--- src/rtl/alu_and_alu_control.sv ---
// MIPS-style execute-stage block.
// The ALU-control decoder turns ALU_Op and FuncCode into a 4-bit ALUCtl code.
// That code drives a 32-bit ALU whose result is registered into Output and Zero_Flag.
// Optional feature macro: ALU_OVERFLOW_EN. When it is defined, the block adds a
// registered signed-overflow output named Overflow.
// Reset is asynchronous and active-low on rst_n.

module alu_and_alu_control #(
    parameter int unsigned WIDTH = 32
) (
    input  logic             clk,
    input  logic             rst_n,
    input  logic [5:0]       FuncCode,
    input  logic [1:0]       ALU_Op,
    input  logic [WIDTH-1:0] A,
    input  logic [WIDTH-1:0] B,
    output logic [WIDTH-1:0] Output,
    output logic             Zero_Flag
`ifdef ALU_OVERFLOW_EN
    ,
    output logic             Overflow
`endif
);

    // ALUCtl encodings. These are the classic MIPS codes; CtlInvalid is an
    // otherwise-unused code.
    typedef enum logic [3:0] {
        CtlAnd     = 4'b0000,
        CtlOr      = 4'b0001,
        CtlAdd     = 4'b0010,
        CtlSub     = 4'b0110,
        CtlSlt     = 4'b0111,
        CtlNor     = 4'b1100,
        CtlInvalid = 4'b1111
    } alu_ctl_e;

    // Main-control ALU_Op encodings
    localparam logic [1:0] OpAdd     = 2'b00;
    localparam logic [1:0] OpSub     = 2'b01;
    localparam logic [1:0] OpRType   = 2'b10;
    localparam logic [1:0] OpInvalid = 2'b11;

    // R-type funct field encodings
    localparam logic [5:0] FunctAdd = 6'b100000;
    localparam logic [5:0] FunctSub = 6'b100010;
    localparam logic [5:0] FunctAnd = 6'b100100;
    localparam logic [5:0] FunctOr  = 6'b100101;
    localparam logic [5:0] FunctSlt = 6'b101010;
    localparam logic [5:0] FunctNor = 6'b100111;

    alu_ctl_e         w_alu_ctl;
    logic [WIDTH-1:0] w_sum;
    logic [WIDTH-1:0] w_diff;
    logic             w_slt;
    logic [WIDTH-1:0] w_result;
    logic             w_zero;

    logic [WIDTH-1:0] r_output;
    logic             r_zero;

    // Decode ALU_Op and FuncCode into the ALU control code
    always_comb begin
        w_alu_ctl = CtlInvalid;
        unique case (ALU_Op)
            OpAdd:     w_alu_ctl = CtlAdd;
            OpSub:     w_alu_ctl = CtlSub;
            OpRType: begin
                unique case (FuncCode)
                    FunctAdd: w_alu_ctl = CtlAdd;
                    FunctSub: w_alu_ctl = CtlSub;
                    FunctAnd: w_alu_ctl = CtlAnd;
                    FunctOr:  w_alu_ctl = CtlOr;
                    FunctSlt: w_alu_ctl = CtlSlt;
                    FunctNor: w_alu_ctl = CtlNor;
                    default:  w_alu_ctl = CtlInvalid;
                endcase
            end
            OpInvalid: w_alu_ctl = CtlInvalid;
            default:   w_alu_ctl = CtlInvalid;
        endcase
    end

    // Arithmetic datapath shared by the result mux and the overflow detector
    always_comb begin
        w_sum  = A + B;
        w_diff = A - B;
        w_slt  = ($signed(A) < $signed(B));
    end

    // Select the ALU result; invalid codes produce zero (and so set Zero_Flag)
    always_comb begin
        w_result = '0;
        unique case (w_alu_ctl)
            CtlAdd:     w_result = w_sum;
            CtlSub:     w_result = w_diff;
            CtlAnd:     w_result = A & B;
            CtlOr:      w_result = A | B;
            CtlNor:     w_result = ~(A | B);
            CtlSlt:     w_result = {{(WIDTH-1){1'b0}}, w_slt};
            CtlInvalid: w_result = '0;
            default:    w_result = '0;
        endcase
    end

    // Zero detect on the same result that is about to be registered
    always_comb begin
        w_zero = (w_result == '0);
    end

`ifdef ALU_OVERFLOW_EN
    logic w_overflow;
    logic r_overflow;

    // Signed overflow: ADD when operand signs match but the result sign flips;
    // SUB when operand signs differ and the result sign differs from A
    always_comb begin
        w_overflow = 1'b0;
        unique case (w_alu_ctl)
            CtlAdd:  w_overflow = (A[WIDTH-1] == B[WIDTH-1]) &&
                                  (w_sum[WIDTH-1] != A[WIDTH-1]);
            CtlSub:  w_overflow = (A[WIDTH-1] != B[WIDTH-1]) &&
                                  (w_diff[WIDTH-1] != A[WIDTH-1]);
            default: w_overflow = 1'b0;
        endcase
    end

    // Overflow is registered alongside Output; Output is never suppressed
    always_ff @(posedge clk or negedge rst_n) begin
        if (!rst_n) begin
            r_overflow <= 1'b0;
        end else begin
            r_overflow <= w_overflow;
        end
    end

    assign Overflow = r_overflow;
`endif

    // EX/MEM capture: one cycle of latency, with no stall or handshake
    always_ff @(posedge clk or negedge rst_n) begin
        if (!rst_n) begin
            r_output <= '0;
            r_zero   <= 1'b0;
        end else begin
            r_output <= w_result;
            r_zero   <= w_zero;
        end
    end

    assign Output    = r_output;
    assign Zero_Flag = r_zero;

endmodule

--- config.mk ---
export PLATFORM = sky130hd
export DESIGN_NAME = alu_and_alu_control
export DESIGN_NICKNAME = d
export VERILOG_FILES = /design/src/rtl/alu_and_alu_control.sv
export SDC_FILE = /design/constraint.sdc
export NUM_CORES = 1
export LEC_CHECK = 0
export CELL_PAD_IN_SITES_DETAIL_PLACEMENT = 1
export CELL_PAD_IN_SITES_GLOBAL_PLACEMENT = 1
export CORE_ASPECT_RATIO = 2
export CORE_MARGIN = 5
export CORE_UTILIZATION = 37
export DETAILED_ROUTE_END_ITERATION = 8
export GPL_TIMING_DRIVEN = 1
export PLACE_DENSITY = 0.82
export SYNTH_ARGS = -nofsm -noshare
export SYNTH_HDL_FRONTEND = slang
export SYNTH_SLANG_ARGS = --single-unit
--- constraint.sdc ---
create_clock -name clk -period 0.8 [get_ports clk]
set_input_delay 0.16 -clock clk [delete_from_list [all_inputs] [get_ports clk]]
set_output_delay 0.16 -clock clk [all_outputs]
set_load 0.05 [all_outputs]
==> qor.txt, run 1 <==
Exit stage - clock tree synthesis
number of standard cells after synthesis - 874
Area contributors post-synth - sky130_fd_sc_hd__ha_1, sky130_fd_sc_hd__dfrtp_1, sky130_fd_sc_hd__inv_1, sky130_fd_sc_hd__a21oi_1, sky130_fd_sc_hd__nor2_1
post-synthesis sequential area ratio - 12.5%
number of setup buffers added after CTS - 70
distinct cell type count after synthesis - 95
hold buffers post-CTS - 1
average footprint of a synthesized cell - 7.58 um^2
post-place setup slack - -3.49 ns
number of buffer cells added on primary ports - 106
post-detail-place hpwl - 34200 um
Num CTS Buffers - 5
proportion of netlist area held by the largest area contributor - 18.3%
post-synthesis cell type with the largest combined area - sky130_fd_sc_hd__ha_1
Die Y-Extent - 199 um
warnings from Yosys - 0
Synth async-reset ratio - 100%
maximum root-to-sink buffer count - 2
status - did not finish
CTS resizes - 385
level count of the clock H-tree - 2
number of sinks on the clock net - 33
I/O pin cnt - 107
number of standard-cell rows in the floorplan - 69
error message - [ERROR DPL-0033] detailed placement checks failed during check placement.
total of flip-flops plus latches after synthesis - 33
Synth Cell Area - 0.00663 mm^2
final RePlAce weighted congestion - 1.08
buffer type at the clock tree root - sky130_fd_sc_hd__clkbuf_16
die width - 105 um
dominant synthesized flop cell - sky130_fd_sc_hd__dfrtp_1
synthesized net count - 1047
Initial Util - 37.4%
number of synthesized flops with an enable pin - 0
==> kinds of logic after synthesis <==
logic type	count (synthesis)	share of synthesized area [%]
compound gates	308	35.2
flops	33	12.5
xor+xnor	14	1.85
simple gates	269	21.3
fa+ha+maj	99	18.9
buf+inv	147	9.69
mux	4	0.604
==> synth_stat cells (all sizes together), types with 8 or more instances <==
library cell and instances:
a211oi 14, a21o 11, a21oi 66, a221o 9
a221oi 24, a22oi 8, a31oi 10, buf 33
clkbuf 19, dfrtp 33, ha 97, inv 95
nand2 61, nand2b 8, nand3 13, nand4 8
nor2 86, nor2b 10, nor3 25, nor4 15
o211ai 16, o21ai 49, o21bai 11, o221a 8
o22ai 9, xnor2 13
==> through the flow <==
step	std cells	area [um^2]	utilization [%]
3_3_place_gp	1507	11200	63.1
2_1_floorplan	874	7010	-
3_5_place_dp	1507	11200	63.1
==> run 2, diff against run 1 <==
==> config.mk (replaced) <==
export PLATFORM = sky130hd
export DESIGN_NAME = alu_and_alu_control
export DESIGN_NICKNAME = d
export VERILOG_FILES = /design/src/rtl/alu_and_alu_control.sv
export SDC_FILE = /design/constraint.sdc
export NUM_CORES = 1
export LEC_CHECK = 0
export CORE_MARGIN = 5
export CORE_UTILIZATION = 40
export DETAILED_ROUTE_END_ITERATION = 8
export GPL_TIMING_DRIVEN = 1
export PLACE_DENSITY_LB_ADDON = 0.15
export SYNTH_ARGS = -nofsm -noshare
export SYNTH_HDL_FRONTEND = slang
export SYNTH_SLANG_ARGS = --single-unit
==> constraint.sdc (replaced) <==
create_clock -name clk -period 1 [get_ports clk]
set_input_delay 0.2 -clock clk [delete_from_list [all_inputs] [get_ports clk]]
set_output_delay 0.2 -clock clk [all_outputs]
set_load 0.05 [all_outputs]
==> run 2 against run 1 <==
  * The flow now finishes, with violations (negative setup slack)
  * Synthesized cell count unchanged
  * Area after synthesis did not move
==> qor.txt, run 2 <==
Post-synth top cells - sky130_fd_sc_hd__ha_1, sky130_fd_sc_hd__inv_1, sky130_fd_sc_hd__nor2_1, sky130_fd_sc_hd__a21oi_1, sky130_fd_sc_hd__nand2_1
nature of the critical path endpoint - flop
data required time of the critical path - 1.19 ns
Synth Cell Area - 0.00663 mm^2
area occupied by registers - 826 um^2
total via count after detailed routing - 9134
initial antenna violation count - 1
global-route wire length before repair - 47800 um
final RePlAce weighted congestion - 1.00
final-report hold violation count - 0
post-synthesis cell type with the largest combined area - sky130_fd_sc_hd__ha_1
dominant synthesized flop cell - sky130_fd_sc_hd__dfrtp_1
number of synthesized flops with an enable pin - 0
Fill cells - 1038
number of standard cells after synthesis - 874
Max Cap Viol - 0
worst slew slack as a fraction of its limit - 48.8%
proportion of netlist area held by the largest area contributor - 18.3%
distinct cell type count after synthesis - 95
buffering stage count on the worst path with inverters included - 4
worst supply voltage drop on vdd - 0.720 mV
number of sinks on the clock net - 33
total of flip-flops plus latches after synthesis - 33
hold buffers post-CTS - 0
Crit Path Max Fanout - 3
RSZ-0062 raised after global routing - yes
non-filler cells in the finished layout - 1567
average footprint of a synthesized cell - 7.58 um^2
type of the worst setup path - in -> reg
leading cell type in the layout, fill and taps excluded - sky130_fd_sc_hd__buf_4
violations in the final reports - negative setup slack
Final TNS setup - -49.75 ns
Crit path arrival time - 3.44 ns
DRC viols - 0
total congestion overflow - 0
element type at the critical path start - primary input
buffer type at the clock tree root - sky130_fd_sc_hd__clkbuf_16
clock slew at reported path FFs - 0.06 ns
core occupancy in the finished layout - 79.3%
multi-input gate area in the final layout - 0.00665 mm^2
Hold/Removal Path Class - in -> async
post-synthesis sequential area ratio - 12.5%
number of setup violations in the final report - 66
Routed wire per std cell - 20.2 um
number of buffer cells added on primary ports - 106
placed inst area - 0.0109 mm^2
maximum root-to-sink buffer count - 2
vias in the first global route - 9173
slowest cell on the critical path - sky130_fd_sc_hd__a2111o_1
post-place setup slack - -2.88 ns
area of the core - 0.0164 mm^2
Synth async-reset ratio - 100%
hold slack - 0.287 ns
total die area - 0.0192 mm^2
Ant. Diodes - 0
Num CTS Buffers - 5
number of standard-cell rows in the floorplan - 47
overall global routing resource usage - 30.0%
antenna-violating nets left - 0
fraction of final layout cells with drive strength greater than 1 - 56.1%
fin worst setup slack - -2.25 ns
delay of the slowest cell on the worst path - 0.45 ns
number of vias per cell - 5.83
level count of the clock H-tree - 2
first-pass detailed-route iteration total - 5
Worst-Margin Slew - 0.749 ns
first-iteration detailed-routing DRC count - 1012
clock period minus worst slack - 3.25 ns
leading cell types in the layout, fill and taps excluded - sky130_fd_sc_hd__buf_4, sky130_fd_sc_hd__nor2_1, sky130_fd_sc_hd__ha_1
layout net count - 1519
fraction of the cycle the final worst path needs - 325%
cell with the most instances after synthesis - sky130_fd_sc_hd__ha_1
ordered cell list for the critical path - buf_8 -> ha_4 -> inv_2 -> fa_2 -> and2b_2 -> o2111ai_4 -> a2111o_1 -> a2111oi_4 -> buf_4 -> or2_4 -> buf_6 -> a31oi_4 -> and2_4 -> o22ai_4 -> nand4b_1 -> nor4_2 -> nor4b_2
Post-Place Cells - 1480
number of max-slew violations in the final report - 0
total non-filler cell area in the finished layout - 0.0130 mm^2
clock tree from TritonCTS - done
Die Y-Extent - 139 um
Area Growth Syn to Fin - 96.3%
Area contributors post-synth - sky130_fd_sc_hd__ha_1, sky130_fd_sc_hd__dfrtp_1, sky130_fd_sc_hd__inv_1, sky130_fd_sc_hd__a21oi_1, sky130_fd_sc_hd__nor2_1
die width - 139 um
status - finished, violations left
standby leakage power - 5.85 nW
total power per unit cell area - 922 mW/mm^2
synthesized net count - 1047
upper clock frequency limit - 308 MHz
max FFs per register - 32
I/O pin cnt - 107
family with the most delay on the worst path - compound AO/OA/AOI/OAI gates
crit path from - B[0]
largest net degree at the start of global routing - 34
warnings from Yosys - 0
power after layout - 12.0 mW
post-detail-place hpwl - 21900 um
sum of routed wire length over all layers - 31700 um
Initial Util - 40.4%
-- run 2: cell counts after synthesis --
No cell type changed its count.
-- run 2: report_power, final --
part	internal, mW	switching [mW]
Clock	0.915	0.653
Sequential	1.54	0.196
Combinational	4.29	4.39
-- run 2: layer usage --
| metal | wire length (um) | track usage, % |
|---|---|---|
| met2 | 14800 | 51.2 |
| met5 | 0 | 0 |
| met4 | 1700 | 10.6 |
| met3 | 2720 | 4.24 |
| met1 | 12500 | 38.7 |
-- run 2: layout make-up --
type / instances / area share [%]
clock buffer: 5 / 0.962
multi-input combinational: 695 / 51.1
inverter: 95 / 3.20
clock inverter: 3 / 0.135
sequential: 33 / 6.35
tap: 220 / 2.12
timing repair buffer: 516 / 36.1
-- run 2: path summary, 6_finish.rpt --
path,end,cells after the start,slack (ns)
setup / recovery,Zero_Flag$_DFF_PN0_,17,-2.25
hold / removal,Output[14]$_DFF_PN0_,2,0.29
max in group asynchronous,Output[19]$_DFF_PN0_,2,0.52
min in group clk,Output[2]$_DFF_PN0_,5,0.42
-- run 2: cells by family (layout without fill, tap and decap cells) --
group | Yosys count | after routing | share of synthesized area, %
xor gates and xnor gates | 14 | 14 | 1.85
muxes | 4 | 4 | 0.604
and+or+nand+nor | 269 | 269 | 21.3
AOI/OAI and AO/OA | 308 | 309 | 35.2
adders and majority gates | 99 | 99 | 18.9
buffers and inverters | 147 | 619 | 9.69
DFF | 33 | 33 | 12.5
-- run 2: what timing repair did --
item	4_1_cts	5_1_grt
pin swaps	135	70
setup endpoints to repair	66	66
cloned	1	0
buffers inserted	66	24
resized for setup	385	87
No activity file was read; power rests on OpenSTA's default activity.
==> run 3, diff against run 2 <==
--- a/config.mk
+++ b/config.mk
@@ -7,6 +7,7 @@
 export LEC_CHECK = 0
 export CORE_MARGIN = 5
 export CORE_UTILIZATION = 40
+export CTS_CLUSTER_DIAMETER = 100
 export DETAILED_ROUTE_END_ITERATION = 8
 export GPL_TIMING_DRIVEN = 1
 export PLACE_DENSITY_LB_ADDON = 0.15
==> results of run 3 <==
No change in the layout: final DEF, timing and power equal those of run 2.
==> run 4, diff against run 3 <==
--- a/config.mk
+++ b/config.mk
@@ -5,12 +5,15 @@
 export SDC_FILE = /design/constraint.sdc
 export NUM_CORES = 1
 export LEC_CHECK = 0
+export CAP_MARGIN = 15
+export CELL_PAD_IN_SITES_DETAIL_PLACEMENT = 1
+export CELL_PAD_IN_SITES_GLOBAL_PLACEMENT = 1
 export CORE_MARGIN = 5
 export CORE_UTILIZATION = 40
 export CTS_CLUSTER_DIAMETER = 100
 export DETAILED_ROUTE_END_ITERATION = 8
 export GPL_TIMING_DRIVEN = 1
-export PLACE_DENSITY_LB_ADDON = 0.15
+export PLACE_DENSITY = 0.84
 export SYNTH_ARGS = -nofsm -noshare
 export SYNTH_HDL_FRONTEND = slang
 export SYNTH_SLANG_ARGS = --single-unit
==> run 4 against run 3 <==
  * The run now fails in clock tree synthesis
  * Area after synthesis unchanged
  * Synthesized cell count did not move
==> qor.txt, run 4 <==
error message - [ERROR DPL-0033] detailed placement checks failed during check placement.
level count of the clock H-tree - 2
distinct cell type count after synthesis - 95
warnings from Yosys - 0
I/O pin cnt - 107
status - did not finish
maximum root-to-sink buffer count - 2
post-synthesis sequential area ratio - 12.5%
dominant synthesized flop cell - sky130_fd_sc_hd__dfrtp_1
final RePlAce weighted congestion - 1.06
Initial Util - 40.4%
number of buffer cells added on primary ports - 106
Exit stage - clock tree synthesis
synthesized net count - 1047
cell with the most instances after synthesis - sky130_fd_sc_hd__ha_1
total of flip-flops plus latches after synthesis - 33
Num CTS Buffers - 5
proportion of netlist area held by the largest area contributor - 18.3%
average footprint of a synthesized cell - 7.58 um^2
Synth async-reset ratio - 100%
Synth Cell Area - 0.00663 mm^2
Post-synth top cells - sky130_fd_sc_hd__ha_1, sky130_fd_sc_hd__inv_1, sky130_fd_sc_hd__nor2_1, sky130_fd_sc_hd__a21oi_1, sky130_fd_sc_hd__nand2_1
number of standard cells after synthesis - 874
CTS resizes - 574
post-detail-place hpwl - 34200 um
Area contributors post-synth - sky130_fd_sc_hd__ha_1, sky130_fd_sc_hd__dfrtp_1, sky130_fd_sc_hd__inv_1, sky130_fd_sc_hd__a21oi_1, sky130_fd_sc_hd__nor2_1
buffer type at the clock tree root - sky130_fd_sc_hd__clkbuf_16
hold buffers post-CTS - 0
post-synthesis cell type with the largest combined area - sky130_fd_sc_hd__ha_1
number of synthesized flops with an enable pin - 0
Die Y-Extent - 139 um
number of setup buffers added after CTS - 114
number of standard-cell rows in the floorplan - 47
number of sinks on the clock net - 33
die width - 139 um
[run 4: cell counts after synthesis]
No cell type changed its count.
[run 4: stage by stage]
stage               setup TNS, ns  worst slack [ns]  cells  hold WS [ns]  instance area, um^2
detailed placement         -79.41             -3.26   1489         0.611                11000
global placement           -68.48             -2.77   1489         0.588                11000
floorplan                  -39.27             -1.95    874       -0.0956                 7010
[run 4: cell families after synthesis]
kind of cell	Yosys count	share of synthesized area, %
compound gates	308	35.2
xor+xnor	14	1.85
fa+ha+maj	99	18.9
buf+inv	147	9.69
flops	33	12.5
mux	4	0.604
simple gates	269	21.3
